--- config.mk ---
export PLATFORM = sky130hd
export DESIGN_NAME = axi_hp_rd_performance
export DESIGN_NICKNAME = d
export VERILOG_FILES = /design/src/rtl/axi_hp_rd_performance.sv
export SDC_FILE = /design/constraint.sdc
export NUM_CORES = 1
export LEC_CHECK = 0
export CORE_AREA = 2 2 128 130
export CTS_BUF_LIST = sky130_fd_sc_hd__clkbuf_16
export DETAILED_ROUTE_END_ITERATION = 10
export DIE_AREA = 0 0 130 132
export HOLD_SLACK_MARGIN = 0.02
export PLACE_DENSITY = 0.88
export SYNTH_ARGS = -nofsm -noshare
export SYNTH_HDL_FRONTEND = slang
export SYNTH_SLANG_ARGS = --single-unit
--- constraint.sdc ---
create_clock -name clk -period 7.25 [get_ports clk]
set_clock_uncertainty 0.15 [all_clocks]
set_input_delay 0.725 -clock clk [delete_from_list [all_inputs] [get_ports clk]]
set_output_delay 0.725 -clock clk [all_outputs]
set_load 0.01 [all_outputs]
--- src/rtl/axi_hp_rd_performance.sv ---
// AXI3 HP-port read performance/integrity tester: issues 16-beat INCR read bursts
// over the writer's address window, checks the returned pattern and times the run.
module axi_hp_rd_performance #(
    parameter logic [13:0] ADDR_HI     = 14'h3FFF,
    parameter int          OUTSTANDING = 4,
    parameter int          TIME_W      = 32
) (
    input  logic              clk,
    input  logic              reset,
    input  logic              start,
    input  logic [10:0]       rd_num,
    output logic              busy,
    output logic              done,
    output logic [TIME_W-1:0] time_cnt,
    output logic [15:0]       err_cnt,
    output logic [14:0]       first_err_idx,
    output logic [31:0]       araddr,
    output logic [3:0]        arlen,
    output logic [2:0]        arsize,
    output logic [1:0]        arburst,
    output logic [3:0]        arcache,
    output logic [5:0]        arid,
    output logic [1:0]        arlock,
    output logic [2:0]        arprot,
    output logic [3:0]        arqos,
    output logic              arvalid,
    input  logic              arready,
    input  logic [63:0]       rdata,
    input  logic [1:0]        rresp,
    input  logic [5:0]        rid,
    input  logic              rlast,
    input  logic              rvalid,
    output logic              rready
);

    typedef enum logic [1:0] {IDLE, RUN, DONE} state_t;

    localparam logic [3:0] OUT_MAX = 4'(OUTSTANDING);

    state_t      state, state_n;
    logic [10:0] rd_num_q;
    logic [11:0] ar_idx, ar_idx_n;
    logic [3:0]  outstanding, out_n;
    logic [15:0] exp_val;
    logic [3:0]  beat;
    logic [10:0] r_idx;
    logic [63:0] exp_data;
    logic        ar_hs, r_hs, r_last_hs, final_hs, beat_err, out_dec, issue_ok;
    logic        unused_rid;

    assign unused_rid = ^rid;

    assign arlen   = 4'hF;
    assign arsize  = 3'b011;
    assign arburst = 2'b01;
    assign arcache = 4'b0010;
    assign arid    = 6'd0;
    assign arlock  = 2'd0;
    assign arprot  = 3'd0;
    assign arqos   = 4'd0;

    assign araddr = {ADDR_HI, ar_idx[10:0], 7'b0};
    assign busy   = (state == RUN);
    assign done   = (state == DONE);
    // A restarting start must not swallow a beat that the new test would never see.
    assign rready = (state == RUN) && !start;

    always_comb begin
        ar_hs     = arvalid && arready;
        r_hs      = rvalid && rready;
        r_last_hs = r_hs && rlast;
        final_hs  = r_last_hs && (r_idx == rd_num_q);
        exp_data  = {8'hA0, exp_val, 8'h0A, 8'hB0, exp_val, 8'h0B};
        beat_err  = (rdata != exp_data) || (rresp != 2'b00) || (rlast != (beat == 4'hF));
        ar_idx_n  = ar_idx + {11'd0, ar_hs};
        out_dec   = r_last_hs && ((outstanding != 4'd0) || ar_hs);
        out_n     = outstanding + {3'd0, ar_hs} - {3'd0, out_dec};
        // ar_idx carries one extra bit so rd_num=2047 cannot wrap back to burst 0.
        issue_ok  = (state == RUN) && !final_hs &&
                    (ar_idx_n <= {1'b0, rd_num_q}) && (out_n < OUT_MAX);
    end

    always_comb begin
        state_n = state;
        if (start) begin
            state_n = RUN;
        end else if ((state == RUN) && final_hs) begin
            state_n = DONE;
        end
    end

    always_ff @(posedge clk or posedge reset) begin
        if (reset) begin
            state <= IDLE;
        end else begin
            state <= state_n;
        end
    end

    always_ff @(posedge clk or posedge reset) begin
        if (reset) begin
            rd_num_q      <= '0;
            ar_idx        <= '0;
            outstanding   <= '0;
            arvalid       <= 1'b0;
            exp_val       <= '0;
            beat          <= '0;
            r_idx         <= '0;
            err_cnt       <= '0;
            first_err_idx <= '0;
            time_cnt      <= '0;
        end else if (start) begin
            rd_num_q      <= rd_num;
            ar_idx        <= '0;
            outstanding   <= '0;
            arvalid       <= 1'b0;
            exp_val       <= '0;
            beat          <= '0;
            r_idx         <= '0;
            err_cnt       <= '0;
            first_err_idx <= '0;
            time_cnt      <= '0;
        end else if (state == RUN) begin
            ar_idx      <= ar_idx_n;
            outstanding <= out_n;
            if (!arvalid || ar_hs) begin
                arvalid <= issue_ok;
            end
            if (time_cnt != '1) begin
                time_cnt <= time_cnt + 1'b1;
            end
            if (r_hs) begin
                exp_val <= exp_val + 16'd1;
                beat    <= rlast ? 4'd0 : beat + 4'd1;
                if (rlast) begin
                    r_idx <= r_idx + 11'd1;
                end
                if (beat_err) begin
                    if (err_cnt != 16'hFFFF) begin
                        err_cnt <= err_cnt + 16'd1;
                    end
                    if (err_cnt == 16'd0) begin
                        first_err_idx <= {r_idx, beat};
                    end
                end
            end
        end else begin
            arvalid <= 1'b0;
        end
    end

endmodule

==> run summary, run 1 <==
period utilization: 50.6%
Final Hold Viols: 0
status: complete, no violations
post-CTS setup buffer count: 0
number of flops mapped to enable cells by yosys: 0
Setup Viol. Count Final: 0
post-synthesis cell count: 859
WL final: 20800 um
RD Place Congestion: 0.858
CTS HTree Levels: 4
max_cap viols: 0
first-pass iteration count of the detailed router: 5
full die area: 17200 sq um
area grow syn2layout: 26.6%
initial antenna violation count: 1
Final Cell Area: 9860 sq um
vias in the first global route: 6705
per-cell routed wire length: 17.0 um
starting density of the core: 49.6%
mean number of vias per cell: 5.59
synthesized area per cell: 9.07 sq um
RSZ-0062 raised after global routing: false
clk slew on worst S/H paths: 0.05 ns
ys flop type: dfrtp_1
Critical Path RT: 7.42 ns
WL met3: 1700 um
Synth Area in XOR/XNOR: 9.33%
fraction of registers with async set/reset: 100%
final-stage net count: 1110
Post-Syn Area: 7790 sq um
M1 wire length: 8160 um
CP arrival: 3.83 ns
# fillers: 1323
Total GRT Usage: 24.2%
leading cell type in the layout, fill and taps excluded: clkdlybuf4s50_1
CP Capture Type: register
CTS buffer count: 17
row count: 46
core area: 15700 sq um
Synth Area in Adders: 4.11%
layout cells sized above 1: 4.96%
number of library cell types mapped by synthesis: 68
Worst-Skew Late Latency: 0.41 ns
maximum clock rate: 273 MHz
most frequent cells in the layout: clkdlybuf4s50_1 (159), dfrtp_1 (124), nor2_1 (103), xor2_1 (57), nand2_1 (55)
Synth Area in Compound Gates: 8.13%
hold buffers post-CTS: 0
maximum VDD drop: 0.000163 V
CTS Sinks: 124
first-pass GRT wire length: 33000 um
TNS Setup: 0 ns
headroom to the max-slew limit: 34.8%
largest family of logic cells by synthesized area: simple AND/OR/NAND/NOR gates
crit path max fanout: 20
Worst Max-Slew Pin Slew: 0.978 ns
nature of the critical path startpoint: primary input
routed vias: 6850
Overflow after GRT: 0
YS warnings: 0
Highest Signal Layer: met4
post-route ant nets: 0
CTS tree: done
flops & latches, synth: 124
simple-gate area share of the yosys netlist: 25.9%
PortBufs: 160
chip height: 132 um
Initial DRC Count: 489
largest net degree at the start of global routing: 87
drt drc: 0
fin crit period: 3.67 ns
HPWL Detailed: 14500 um
Slew Limit Fails: 0
crit path kind: in2reg
num ports: 216
multiplexer share of the synthesized area: 3.28%
Worst Hold Class: reg2reg
# diodes: 0
post_cts resized: 0
die width: 130 um
Tot Pwr: 1.86 mW
Longest Clk Path Bufs: 2
Pwr per Cell Area: 189 nW/um^2
clk root buf: clkbuf_16
P_leak: 4.16 nW
WL met2: 10600 um
sequential area share after synthesis: 39.8%
area of placed instances: 9250 sq um
==> cell families (layout without fill, tap and decap cells) <==
family                   count (synthesis)  count (layout)
adder cells (fa/ha/maj)                 25              25
AO/OA/AOI/OAI                          100             100
flip-flops                             124             124
buffers and inverters                  122             225
multiplexers                            24              24
XOR/XNOR                                83              83
AND/OR/NAND/NOR                        379             379
other                                    2              49
==> worst max-delay path, stage by stage <==
cell and delay, ns:
clkdlybuf4s50_1 0.50, and3b_1 0.69, nand2_1 0.27, a211oi_1 0.27, ha_1 0.19, inv_1 0.07
ha_1 0.26, a21o_1 0.15, a21oi_1 0.18, xnor2_1 0.16, nand4b_1 0.12, o31ai_1 0.25
==> path summary, 6_finish.rpt <==
path                                endpoint  slack [ns]  cells past startpoint               from
min in group asynchronous   first_err_idx[3]        0.60                      2              reset
max in group asynchronous  first_err_idx[11]        4.94                      3              reset
setup / recovery                     arvalid        3.58                     12             rvalid
hold / removal             first_err_idx[11]        0.37                      2  first_err_idx[11]
hold reg to reg            first_err_idx[11]        0.37                      2  first_err_idx[11]
setup reg to reg                     arvalid        3.96                     11           state[1]
==> synth_stat cells (all sizes together) (5+ instances only) <==
cell / count / area share (%)
inv: 28 / 1.3
buf: 73 / 7.0
mux2: 6 / 0.96
or4: 7 / 0.67
ha: 24 / 3.9
o22ai: 9 / 0.72
nor3: 22 / 1.4
and3: 22 / 1.8
nor2: 103 / 5.0
nand3: 42 / 2.7
or3: 16 / 1.3
xor2: 57 / 6.4
and4: 7 / 0.79
a211oi: 5 / 0.55
a21oi: 29 / 2.0
clkbuf: 21 / 1.0
mux2i: 18 / 2.3
nand4: 40 / 3.3
nor2b: 10 / 0.80
nor4b: 9 / 1.0
xnor2: 26 / 2.9
dfrtp: 124 / 40
o31ai: 5 / 0.48
o21ai: 30 / 1.9
nand2: 55 / 2.7
nor4: 23 / 2.0
==> cell type report <==
type,count,area [sq um],area share (%)
Inverter,28,108,1.09
Clock buffer,17,425,4.32
Tap cell,216,270,2.74
Clock inverter,15,180,1.83
Sequential cell,124,3100,31.5
Timing Repair Buffer,165,1640,16.6
Multi-Input combinational cell,660,4130,41.9
==> routing by layer <==
layer,vias to the layer above,GRT usage [%]
met5,-,0
met4,0,7.71
met3,25,7.18
met2,289,42.4
met1,3325,28.0
li1,3211,-
==> per-stage QoR <==
| step | worst slack [ns] | util, % | hold WS, ns | instances |
|---|---|---|---|---|
| 2_1_floorplan | 3.08 | - | 0.352 | 906 |
| 3_3_place_gp | 3.21 | 58.9 | 0.353 | 1193 |
| 3_5_place_dp | 3.16 | 58.9 | 0.359 | 1193 |
| 4_1_cts | 3.57 | 62.7 | 0.374 | 1225 |
| 5_1_grt | 3.31 | 62.7 | 0.401 | 1225 |
| 6_report | 3.58 | 62.7 | 0.370 | 1225 |
==> state kept, by name (all words and copies together) (netlist names) <==
register / cells
ar_idx: 12
arvalid: 1
beat: 4
err_cnt: 16
exp_val: 16
first_err_idx: 15
outstanding: 4
r_idx: 11
rd_num_q: 11
state: 2
time_cnt: 32
==> report_power, final <==
group	leakage (nW)	internal (mW)	switching [mW]	total [mW]
Combinational	2.17	0.119	0.132	0.251
Sequential	1.70	0.714	0.0222	0.737
Clock	0.298	0.568	0.308	0.875
Power figures use the tool's default switching activity.
==> run 2, diff against run 1 <==
--- a/config.mk
+++ b/config.mk
@@ -5,12 +5,12 @@
 export SDC_FILE = /design/constraint.sdc
 export NUM_CORES = 1
 export LEC_CHECK = 0
-export CORE_AREA = 2 2 128 130
+export CORE_AREA = 2 2 137 139
 export CTS_BUF_LIST = sky130_fd_sc_hd__clkbuf_16
 export DETAILED_ROUTE_END_ITERATION = 10
-export DIE_AREA = 0 0 130 132
+export DIE_AREA = 0 0 139 141
 export HOLD_SLACK_MARGIN = 0.02
-export PLACE_DENSITY = 0.88
+export PLACE_DENSITY = 0.82
 export SYNTH_ARGS = -nofsm -noshare
 export SYNTH_HDL_FRONTEND = slang
 export SYNTH_SLANG_ARGS = --single-unit
==> constraint.sdc (replaced) <==
create_clock -name clk -period 3.1 [get_ports clk]
set_clock_uncertainty 0.15 [all_clocks]
set_input_delay 0.31 -clock clk [delete_from_list [all_inputs] [get_ports clk]]
set_output_delay 0.31 -clock clk [all_outputs]
set_load 0.01 [all_outputs]
==> run 2 against run 1 <==
Global-route usage is 2.9 points lower. Critical path depth is 5 lower. Core utilization is 8.2 points lower. Critical path type is now reg2reg. Die area is 14% higher. Worst hold slack worse by 0.21 ns. Highest routed layer unchanged. Sequential share of layout area is 0.34 points lower. Routed wire length is 0.47% higher.
==> run summary, run 2 (synthesized netlist as in run 1, its figures left out) <==
status: complete, no violations (unchanged)
maximum clock rate: 348 MHz
Critical Path RT: 3.23 ns (was 7.42 ns)
# fillers: 1616 (was 1323)
RSZ-0062 raised after global routing: false (unchanged)
chip height: 141 um (was 132 um)
TNS Setup: 0 ns (unchanged)
period utilization: 92.7%
post-route ant nets: 0 (unchanged)
mean number of vias per cell: 5.39 (was 5.59)
HPWL Detailed: 15100 um (was 14500 um)
Setup Viol. Count Final: 0 (unchanged)
crit path max fanout: 15 (was 20)
CTS Sinks: 124 (unchanged)
routed vias: 6781 (was 6850)
per-cell routed wire length: 16.6 um (was 17.0 um)
nature of the critical path startpoint: register (was primary input)
# diodes: 0 (unchanged)
Worst Hold Class: in2async (was reg2reg)
final-stage net count: 1129 (was 1110)
layout cells sized above 1: 6.24% (was 4.96%)
PortBufs: 160 (unchanged)
max reg flops: 32 (unchanged)
setup ws final: 0.226 ns (was 3.58 ns)
DP Worst Slack: -0.00662 ns (was 3.16 ns)
most flop-heavy register: time_cnt (unchanged)
vias in the first global route: 6533 (was 6705)
first-pass GRT wire length: 33500 um (was 33000 um)
P_leak: 4.21 nW (was 4.16 nW)
drt drc: 0 (unchanged)
Core Util, Final: 54.5% (was 62.7%)
headroom to the max-slew limit: 25.0% (was 34.8%)
WL final: 20900 um (was 20800 um)
Slew Limit Fails: 0 (unchanged)
Pwr per Cell Area: 409 nW/um^2 (was 189 nW/um^2)
Total GRT Usage: 21.3% (was 24.2%)
fin crit period: 2.87 ns
fin cells: 1259 (was 1225)
initial antenna violation count: 1 (unchanged)
full die area: 19600 sq um (was 17200 sq um)
area of placed instances: 9450 sq um (was 9250 sq um)
Hold Slack: 0.161 ns (was 0.370 ns)
crit path kind: reg2reg (was in2reg)
maximum VDD drop: 0.000460 V (was 0.000163 V)
clk root buf: clkbuf_16 (unchanged)
core area: 18300 sq um (was 15700 sq um)
CTS buffer count: 17 (unchanged)
row count: 50 (was 46)
post_cts resized: 0 (unchanged)
hold buffers post-CTS: 0 (unchanged)
CP Capture Type: register (unchanged)
Tot Pwr: 4.08 mW (was 1.86 mW)
num ports: 216 (unchanged)
post-CTS setup buffer count: 0 (unchanged)
leading cell type in the layout, fill and taps excluded: clkdlybuf4s50_1 (unchanged)
Overflow after GRT: 0 (unchanged)
Worst Max-Slew Pin Slew: 1.12 ns (was 0.978 ns)
CP arrival: 3.01 ns (was 3.83 ns)
first-pass iteration count of the detailed router: 4 (was 5)
CTS tree: done (unchanged)
CTS HTree Levels: 4 (unchanged)
max_cap viols: 0 (unchanged)
area grow syn2layout: 27.9% (was 26.6%)
clk slew on worst S/H paths: 0.05 ns (about the same)
Longest Clk Path Bufs: 2 (unchanged)
starting density of the core: 42.6% (was 49.6%)
Largest regs: time_cnt x32, err_cnt x16, exp_val x16 (unchanged)
Final Cell Area: 9960 sq um (was 9860 sq um)
Final Hold Viols: 0 (unchanged)
Initial DRC Count: 430 (was 489)
Worst-Skew Late Latency: 0.42 ns (was 0.41 ns)
placed cells: 1230 (was 1193)
most frequent cells in the layout: clkdlybuf4s50_1 (159), dfrtp_1 (124), nor2_1 (103), xor2_1 (57), nand2_1 (55) (unchanged)
largest net degree at the start of global routing: 71 (was 87)
RD Place Congestion: 0.843 (was 0.858)
die width: 139 um (was 130 um)
-- run 2: final timing paths --
kind / start / to / slack [ns] / cells after the start
min in group clk: start / err_cnt[14] / 0.23 / 3
max: err_cnt[0] / first_err_idx[13] / 0.23 / 7
max reg2reg: err_cnt[0] / first_err_idx[13] / 0.23 / 7
min reg2reg: first_err_idx[14] / first_err_idx[14] / 0.37 / 2
max in group asynchronous: reset / state[1] / 1.91 / 3
min: reset / first_err_idx[3] / 0.16 / 2
-- run 2: cell type report --
class / count / area [sq um] / share of cell area, %
multi-input cells: 660 / 4130 / 41.5
repair buffers: 184 / 1820 / 18.2
clock inverters: 12 / 83.8 / 0.841
flip-flops and latches: 124 / 3100 / 31.1
clock buffers: 17 / 425 / 4.27
well taps: 234 / 293 / 2.94
inverters: 28 / 109 / 1.09
-- run 2: worst max-delay path: stages (launching register included) --
cell,delay [ns]
dfrtp_1,0.45
inv_1,0.15
ha_1,0.17
nor3b_1,0.22
nand4_1,0.24
a311oi_4,1.02
mux2i_1,0.28
nor2_1,0.06
-- run 2: metal layers --
metal / wire [um] / share of wire (%) / track usage, % / vias to the layer above
li1: - / - / - / 3249
met1: 8630 / 41 / 25.4 / 3295
met2: 10400 / 50 / 37.2 / 221
met3: 1680 / 8.0 / 7.40 / 16
met4: 194 / 0.93 / 4.63 / 0
met5: 0 / 0 / 0 / -
-- run 2: power by group --
| part | switching (mW) | leakage (nW) | total [mW] | internal [mW] |
|---|---|---|---|---|
| Clock | 0.692 | 0.247 | 1.76 | 1.06 |
| Sequential | 0.0525 | 1.70 | 1.72 | 1.67 |
| Combinational | 0.309 | 2.27 | 0.600 | 0.291 |
==> run 3, diff against run 2 <==
--- a/config.mk
+++ b/config.mk
@@ -9,7 +9,7 @@
 export CTS_BUF_LIST = sky130_fd_sc_hd__clkbuf_16
 export DETAILED_ROUTE_END_ITERATION = 10
 export DIE_AREA = 0 0 139 141
-export HOLD_SLACK_MARGIN = 0.02
+export HOLD_SLACK_MARGIN = 0.12
 export PLACE_DENSITY = 0.82
 export SYNTH_ARGS = -nofsm -noshare
 export SYNTH_HDL_FRONTEND = slang
==> results of run 3 <==
The final DEF is identical to that of run 2; final timing and power are the same.
